[config.mk]
export PLATFORM = sky130hd
export DESIGN_NAME = rvfpm_xif_result_buffer_flat
export DESIGN_NICKNAME = d
export VERILOG_FILES = /design/src/rtl/rvfpm_xif_result_buffer_if.sv /design/src/rtl/rvfpm_xif_result_buffer.sv /design/src/flat_wrapper.sv
export SDC_FILE = /design/constraint.sdc
export NUM_CORES = 1
export LEC_CHECK = 0
export BUFFER_PORTS_ARGS = -buffer_cell sky130_fd_sc_hd__buf_2
export CAP_MARGIN = 20
export CORE_MARGIN = 2
export CORE_UTILIZATION = 45
export CTS_BUF_LIST = sky130_fd_sc_hd__clkbuf_4
export DETAILED_ROUTE_END_ITERATION = 8
export GPL_ROUTABILITY_DRIVEN = 0
export PLACE_DENSITY = 0.67
export SETUP_SLACK_MARGIN = 0.1
export SYNTH_ARGS = -nofsm -noshare
export SYNTH_HDL_FRONTEND = slang
export SYNTH_SLANG_ARGS = --single-unit
[constraint.sdc]
create_clock -name ck -period 6.8 [get_ports ck]
set_input_delay 0.68 -clock ck [delete_from_list [all_inputs] [get_ports ck]]
set_output_delay 0.68 -clock ck [all_outputs]
set_load 0.005 [all_outputs]
[src/rtl/rvfpm_xif_result_buffer_if.sv]
// Issue / completion / result bundle between the rvfpm pipeline and the XIF result buffer.
// master = pipeline/consumer side, slave = the buffer itself.
interface rvfpm_xif_result_buffer_if #(
  parameter int unsigned X_ID_WIDTH = 4,
  parameter int unsigned DEPTH      = 4,
  parameter int unsigned FLEN       = 32
);
  localparam int unsigned CNT_W = $clog2(DEPTH + 1);

  logic                  flush;
  logic                  issue_valid;
  logic                  issue_ready;
  logic [X_ID_WIDTH-1:0] issue_id;
  logic [4:0]            issue_rd;
  logic                  issue_to_xreg;
  logic                  cmpl_valid;
  logic [X_ID_WIDTH-1:0] cmpl_id;
  logic [FLEN-1:0]       cmpl_data;
  logic [4:0]            cmpl_fflags;
  logic                  result_valid;
  logic                  result_ready;
  logic [X_ID_WIDTH-1:0] result_id;
  logic [FLEN-1:0]       result_data;
  logic [4:0]            result_rd;
  logic                  result_to_xreg;
  logic [4:0]            result_fflags;
  logic [CNT_W-1:0]      occupancy;
  logic                  err_cmpl;

  modport master (
    output flush, issue_valid, issue_id, issue_rd, issue_to_xreg,
    output cmpl_valid, cmpl_id, cmpl_data, cmpl_fflags, result_ready,
    input  issue_ready, result_valid, result_id, result_data, result_rd,
    input  result_to_xreg, result_fflags, occupancy, err_cmpl
  );

  modport slave (
    input  flush, issue_valid, issue_id, issue_rd, issue_to_xreg,
    input  cmpl_valid, cmpl_id, cmpl_data, cmpl_fflags, result_ready,
    output issue_ready, result_valid, result_id, result_data, result_rd,
    output result_to_xreg, result_fflags, occupancy, err_cmpl
  );
endinterface

[src/rtl/rvfpm_xif_result_buffer.sv]
// In-order result buffer: ids recorded at issue, completions accepted out of order,
// results retired from the head in issue order.
module rvfpm_xif_result_buffer #(
  parameter int unsigned X_ID_WIDTH = 4,
  parameter int unsigned DEPTH      = 4,
  parameter int unsigned FLEN       = 32
) (
  input logic                      ck,
  input logic                      rst,
  rvfpm_xif_result_buffer_if.slave xif
);
  localparam int unsigned CNT_W = $clog2(DEPTH + 1);
  localparam int unsigned PTR_W = (DEPTH > 1) ? $clog2(DEPTH) : 1;

  logic [DEPTH-1:0]      busy;
  logic [DEPTH-1:0]      done;
  logic [X_ID_WIDTH-1:0] ent_id     [DEPTH];
  logic [4:0]            ent_rd     [DEPTH];
  logic [FLEN-1:0]       ent_data   [DEPTH];
  logic [4:0]            ent_fflags [DEPTH];
  logic [DEPTH-1:0]      ent_to_xreg;
  logic [PTR_W-1:0]      head;
  logic [PTR_W-1:0]      tail;
  logic [CNT_W-1:0]      count;
  logic                  err_q;

  logic                  dup_c;
  logic                  issue_fire_c;
  logic                  pop_fire_c;
  logic                  cmpl_hit_c;
  logic [DEPTH-1:0]      match_c;

  // Pointers wrap at DEPTH-1 so non-power-of-two depths work.
  function automatic logic [PTR_W-1:0] ptr_inc(input logic [PTR_W-1:0] p);
    return (p == PTR_W'(DEPTH - 1)) ? '0 : p + PTR_W'(1);
  endfunction

  // Duplicate-id detection for issue and id match for completion.
  always_comb begin
    dup_c   = 1'b0;
    match_c = '0;
    for (int i = 0; i < int'(DEPTH); i++) begin
      if (busy[i] && (ent_id[i] == xif.issue_id)) dup_c = 1'b1;
      match_c[i] = xif.cmpl_valid && busy[i] && !done[i] && (ent_id[i] == xif.cmpl_id);
    end
  end

  assign cmpl_hit_c     = $onehot(match_c);
  assign xif.issue_ready  = (count < CNT_W'(DEPTH)) && !xif.flush && !dup_c;
  assign xif.result_valid = busy[head] && done[head] && !xif.flush;
  assign issue_fire_c   = xif.issue_valid && xif.issue_ready;
  assign pop_fire_c     = xif.result_valid && xif.result_ready;

  assign xif.result_id      = ent_id[head];
  assign xif.result_data    = ent_data[head];
  assign xif.result_rd      = ent_rd[head];
  assign xif.result_to_xreg = ent_to_xreg[head];
  assign xif.result_fflags  = ent_fflags[head];
  assign xif.occupancy      = count;
  assign xif.err_cmpl       = err_q;

  // Control state: flush and reset both empty the buffer.
  always_ff @(posedge ck) begin
    if (rst || xif.flush) begin
      busy  <= '0;
      done  <= '0;
      head  <= '0;
      tail  <= '0;
      count <= '0;
      err_q <= 1'b0;
    end else begin
      err_q <= xif.cmpl_valid && !cmpl_hit_c;
      if (issue_fire_c) begin
        busy[tail] <= 1'b1;
        done[tail] <= 1'b0;
        tail       <= ptr_inc(tail);
      end
      if (cmpl_hit_c) begin
        for (int i = 0; i < int'(DEPTH); i++) begin
          if (match_c[i]) done[i] <= 1'b1;
        end
      end
      if (pop_fire_c) begin
        busy[head] <= 1'b0;
        done[head] <= 1'b0;
        head       <= ptr_inc(head);
      end
      count <= count + CNT_W'(issue_fire_c) - CNT_W'(pop_fire_c);
    end
  end

  // Payload storage; only meaningful while the entry is busy, so no reset.
  always_ff @(posedge ck) begin
    if (issue_fire_c) begin
      ent_id[tail]      <= xif.issue_id;
      ent_rd[tail]      <= xif.issue_rd;
      ent_to_xreg[tail] <= xif.issue_to_xreg;
    end
    if (cmpl_hit_c) begin
      for (int i = 0; i < int'(DEPTH); i++) begin
        if (match_c[i]) begin
          ent_data[i]   <= xif.cmpl_data;
          ent_fflags[i] <= xif.cmpl_fflags;
        end
      end
    end
  end
endmodule

[src/flat_wrapper.sv]
// flat-port wrapper written by rule: the top's interface ports become plain ports
module rvfpm_xif_result_buffer_flat 
#(
  parameter int unsigned X_ID_WIDTH = 4,
  parameter int unsigned DEPTH      = 4,
  parameter int unsigned FLEN       = 32
)
  (ck, rst, xif_flush, xif_issue_valid, xif_issue_id, xif_issue_rd, xif_issue_to_xreg, xif_cmpl_valid, xif_cmpl_id, xif_cmpl_data, xif_cmpl_fflags, xif_result_ready, xif_issue_ready, xif_result_valid, xif_result_id, xif_result_data, xif_result_rd, xif_result_to_xreg, xif_result_fflags, xif_occupancy, xif_err_cmpl);
  rvfpm_xif_result_buffer_if #(.X_ID_WIDTH(X_ID_WIDTH), .DEPTH(DEPTH), .FLEN(FLEN)) xif_i ();
  input logic ck;
  input logic rst;
  input wire logic [$bits(xif_i.flush)-1:0] xif_flush;
  input wire logic [$bits(xif_i.issue_valid)-1:0] xif_issue_valid;
  input wire logic [$bits(xif_i.issue_id)-1:0] xif_issue_id;
  input wire logic [$bits(xif_i.issue_rd)-1:0] xif_issue_rd;
  input wire logic [$bits(xif_i.issue_to_xreg)-1:0] xif_issue_to_xreg;
  input wire logic [$bits(xif_i.cmpl_valid)-1:0] xif_cmpl_valid;
  input wire logic [$bits(xif_i.cmpl_id)-1:0] xif_cmpl_id;
  input wire logic [$bits(xif_i.cmpl_data)-1:0] xif_cmpl_data;
  input wire logic [$bits(xif_i.cmpl_fflags)-1:0] xif_cmpl_fflags;
  input wire logic [$bits(xif_i.result_ready)-1:0] xif_result_ready;
  output wire logic [$bits(xif_i.issue_ready)-1:0] xif_issue_ready;
  output wire logic [$bits(xif_i.result_valid)-1:0] xif_result_valid;
  output wire logic [$bits(xif_i.result_id)-1:0] xif_result_id;
  output wire logic [$bits(xif_i.result_data)-1:0] xif_result_data;
  output wire logic [$bits(xif_i.result_rd)-1:0] xif_result_rd;
  output wire logic [$bits(xif_i.result_to_xreg)-1:0] xif_result_to_xreg;
  output wire logic [$bits(xif_i.result_fflags)-1:0] xif_result_fflags;
  output wire logic [$bits(xif_i.occupancy)-1:0] xif_occupancy;
  output wire logic [$bits(xif_i.err_cmpl)-1:0] xif_err_cmpl;
  assign xif_i.flush = xif_flush;
  assign xif_i.issue_valid = xif_issue_valid;
  assign xif_i.issue_id = xif_issue_id;
  assign xif_i.issue_rd = xif_issue_rd;
  assign xif_i.issue_to_xreg = xif_issue_to_xreg;
  assign xif_i.cmpl_valid = xif_cmpl_valid;
  assign xif_i.cmpl_id = xif_cmpl_id;
  assign xif_i.cmpl_data = xif_cmpl_data;
  assign xif_i.cmpl_fflags = xif_cmpl_fflags;
  assign xif_i.result_ready = xif_result_ready;
  assign xif_issue_ready = xif_i.issue_ready;
  assign xif_result_valid = xif_i.result_valid;
  assign xif_result_id = xif_i.result_id;
  assign xif_result_data = xif_i.result_data;
  assign xif_result_rd = xif_i.result_rd;
  assign xif_result_to_xreg = xif_i.result_to_xreg;
  assign xif_result_fflags = xif_i.result_fflags;
  assign xif_occupancy = xif_i.occupancy;
  assign xif_err_cmpl = xif_i.err_cmpl;
  rvfpm_xif_result_buffer #(.X_ID_WIDTH(X_ID_WIDTH), .DEPTH(DEPTH), .FLEN(FLEN)) u_core (.ck(ck), .rst(rst), .xif(xif_i));
endmodule
==> flow_summary.json <==
{
  "hold_slack_ns": 0.235,
  "fin_crit_sh_pct": 60.4,
  "synth_top_area_cell": "edfxtp_1",
  "wl_per_cell_um": 20.1,
  "outcome": "finished clean",
  "critical_path_required_ns": 7.04,
  "io_pins": 110,
  "cts_hold_buffers": 0,
  "synth-compound-area-share_pct": 2.59,
  "fin_ws_ns": 2.69,
  "initial_core_util_pct": 45.9,
  "cts_buffers": 52,
  "fmax_mhz": 243,
  "async_reset_ff_share_pct": 0,
  "hold_viol": 0,
  "place_ws_ns": 2.45,
  "core_sq_um": 18000,
  "drc": 0,
  "ant_nets": 0,
  "cts.sinks": 206,
  "grt_usage_pct": 17.3,
  "synth-edff-count": 188,
  "die_x_um": 139,
  "vias": 4401,
  "p_switching_uw": 499,
  "power_density_nw_per_um2": 251,
  "synth_most_common_cell": "edfxtp_1",
  "dp_hpwl_um": 10000,
  "hold_path.startpoint": "xif_issue_to_xreg",
  "syn-num-nets": 486,
  "p_leak_nw": 3.29,
  "ys_ff_latch": 206,
  "syn_inst": 414,
  "cp_max_fo": 37,
  "rr_worst_depth": 10,
  "critPathLaunchType": "flop",
  "synth_top_cells_by_count": "edfxtp_1, mux4_2, xnor2_1, dfxtp_1, inv_1",
  "synth_fa_ha_area_share_pct": 2.46,
  "reg2reg_from": "u_core.ent_id[0][2]",
  "rows": 49,
  "drtPass1Iterations": 4,
  "yosys.area_share.simple_pct": 3.44,
  "grt_pass1_wl_um": 26000,
  "setup_viol": 0,
  "grt_max_degree": 47,
  "area_growth_pct": 16.6,
  "synth.cell_area_sq_um": 8250,
  "first_iter_violations": 300,
  "peakVddDrop_mv": 0.161,
  "die_area_sq_um": 19400,
  "ff2ff_setup_slack_ns": 2.69,
  "synth_top_area_share_pct": 68.4,
  "hold_depth": 1,
  "drive_gt1_share_pct": 42.2,
  "ys_top_cells_by_area": "edfxtp_1, mux4_2, dfxtp_1",
  "nNetsFinal": 634,
  "first_global_vias": 4733,
  "hp-class": "in2reg",
  "synth_top_family_by_area": "multiplexers",
  "antenna_found_initial": 2,
  "slew_violations": 0,
  "clock_latency_ns": 0.66,
  "swShare_pct": 20.6,
  "holdPathEnd": "u_core.ent_to_xreg[2]",
  "cts_resized": 0,
  "gr-total-overflow": 0,
  "fp.dieH_um": 139,
  "ys.flop_type": "edfxtp_1",
  "drv_cap": 0,
  "synth-warning-count": 0,
  "power_mw": 2.42,
  "rsz0062_at_grt": "false",
  "intPower_mw": 1.92,
  "cts_tree": "done",
  "clock_path_buffers": 3,
  "critical_path_class": "reg2reg",
  "p_clk_share_pct": 39.9,
  "timing.rr.end": "u_core.ent_data[2][20]",
  "avgSynthCellArea_sq_um": 19.9,
  "drt-total-wl_um": 16500,
  "post_cts.repair.setup_buffers": 0,
  "period_needed_ns": 4.11,
  "via_per_inst": 5.36,
  "relSlewSlack_pct": 35.3,
  "tns_ns": 0,
  "htreeDepth": 2,
  "cts.clk_slew.worst_paths_ns": 0.07,
  "seqPwrFrac_pct": 57.4,
  "arrival_ns": 4.35,
  "power_frac_comb_pct": 2.7,
  "clockRootBuffer": "clkbuf_4",
  "synth_mux_area_share_pct": 13.1,
  "ys_seq_area_share_pct": 72.8,
  "end_kind": "flop",
  "tightest_slew_ns": 0.971,
  "finClkSkew_ns": 0.0543,
  "port_buffers": 109,
  "yosysUniqueCellTypes": 42,
  "synth_xor_xnor_area_share_pct": 3.72
}
-- stage by stage --
step	util (%)	cell area, sq um	instances
finish	53.5	9620	821
global route	53.5	9620	820
CTS	53.5	9610	819
detailed placement	50.2	9010	737
global placement	50.2	9010	737
floorplan	-	8250	414
-- cell usage in the layout (no fill, tap or decap), types with 2 or more instances in the layout --
cell	instances
clkbuf_4	76
buf_4	3
fa_1	2
nand3_1	11
and3_1	2
a221o_1	3
buf_2	109
xnor2_1	24
nor2_1	7
dfxtp_1	16
mux2i_1	2
nor3_1	6
nand2_1	9
a41oi_1	5
and2_1	5
a211oi_1	4
or4_4	2
mux4_2	47
a31oi_1	3
diode_2	2
inv_2	3
xor2_1	11
ha_1	13
clkinv_1	3
inv_1	12
edfxtp_1	188
-- metal layers --
| metal | part of all wire, % | vias to the layer above | GRT usage, % | wire (um) |
|---|---|---|---|---|
| met5 | 0 | - | 0 | 0 |
| met4 | 1.6 | 0 | 5.26 | 257 |
| met3 | 7.7 | 19 | 5.51 | 1270 |
| met2 | 51 | 157 | 29.3 | 8380 |
| met1 | 40 | 2226 | 21.4 | 6580 |
| li1 | - | 1999 | - | - |
-- power groups by stage --
stage | Sequential, mW | Clock (mW) | Combinational [mW]
CTS | 1.39 | 0.998 | 0.0656
global placement | 1.41 | 0 | 0.0621
global route | 1.39 | 1.06 | 0.0720
floorplan | 1.41 | 0 | 0.0284
detailed placement | 1.41 | 0 | 0.0654
finish | 1.39 | 0.963 | 0.0656
-- sequential cells by signal (all words and copies together), names as in the netlist, named ones only --
register,cells
u_core.ent_fflags,20
u_core.ent_to_xreg,4
u_core.ent_rd,20
u_core.head,2
u_core.ent_id,16
u_core.xif.occupancy,3
u_core.busy,4
u_core.ent_data,128
u_core.xif.err_cmpl,1
u_core.done,4
u_core.tail,2
-- layout make-up --
cell class | count | area (sq um)
Clock buffer | 76 | 571
Timing Repair Buffer | 112 | 568
Sequential cell | 206 | 6010
Multi-Input combinational cell | 176 | 2090
Fill cell | 1441 | 8340
Antenna cell | 2 | 5.00
Tap cell | 229 | 287
Clock inverter | 6 | 32.5
Inverter | 14 | 52.6
-- critical path, cell delays in order (launching register included) --
cell	delay (ns)
edfxtp_1	0.48
xnor2_1	0.20
nand3_1	0.10
nor4_1	0.46
ha_1	0.33
ha_1	0.21
fa_1	0.43
nor2_1	0.14
nand2_1	0.14
or4_4	0.46
inv_2	0.69
-- how the worst max path moves through the flow --
stage          slack (ns)  depth (start not counted)                 from                     end
2_1_floorplan        0.31                         10       xif_cmpl_id[3]   u_core.ent_data[3][0]
3_3_place_gp         2.62                         11       xif_cmpl_id[2]  u_core.ent_data[1][10]
3_5_place_dp         2.45                         11       xif_cmpl_id[3]   u_core.ent_data[2][6]
4_1_cts              2.65                         10  u_core.ent_id[0][2]  u_core.ent_data[2][26]
5_1_grt              2.50                         10  u_core.ent_id[0][2]  u_core.ent_data[2][20]
6_report             2.69                         10  u_core.ent_id[0][2]  u_core.ent_data[2][20]
-- cells by family (layout without fill, tap and decap cells) --
group / Yosys count / after routing
flops: 206 / 206
simple gates: 53 / 53
mux: 49 / 49
xor+xnor: 35 / 35
buf+inv: 32 / 208
compound gates: 24 / 24
fa+ha+maj: 15 / 15
other cells: 0 / 2
No activity file was read; power rests on OpenSTA's default activity.
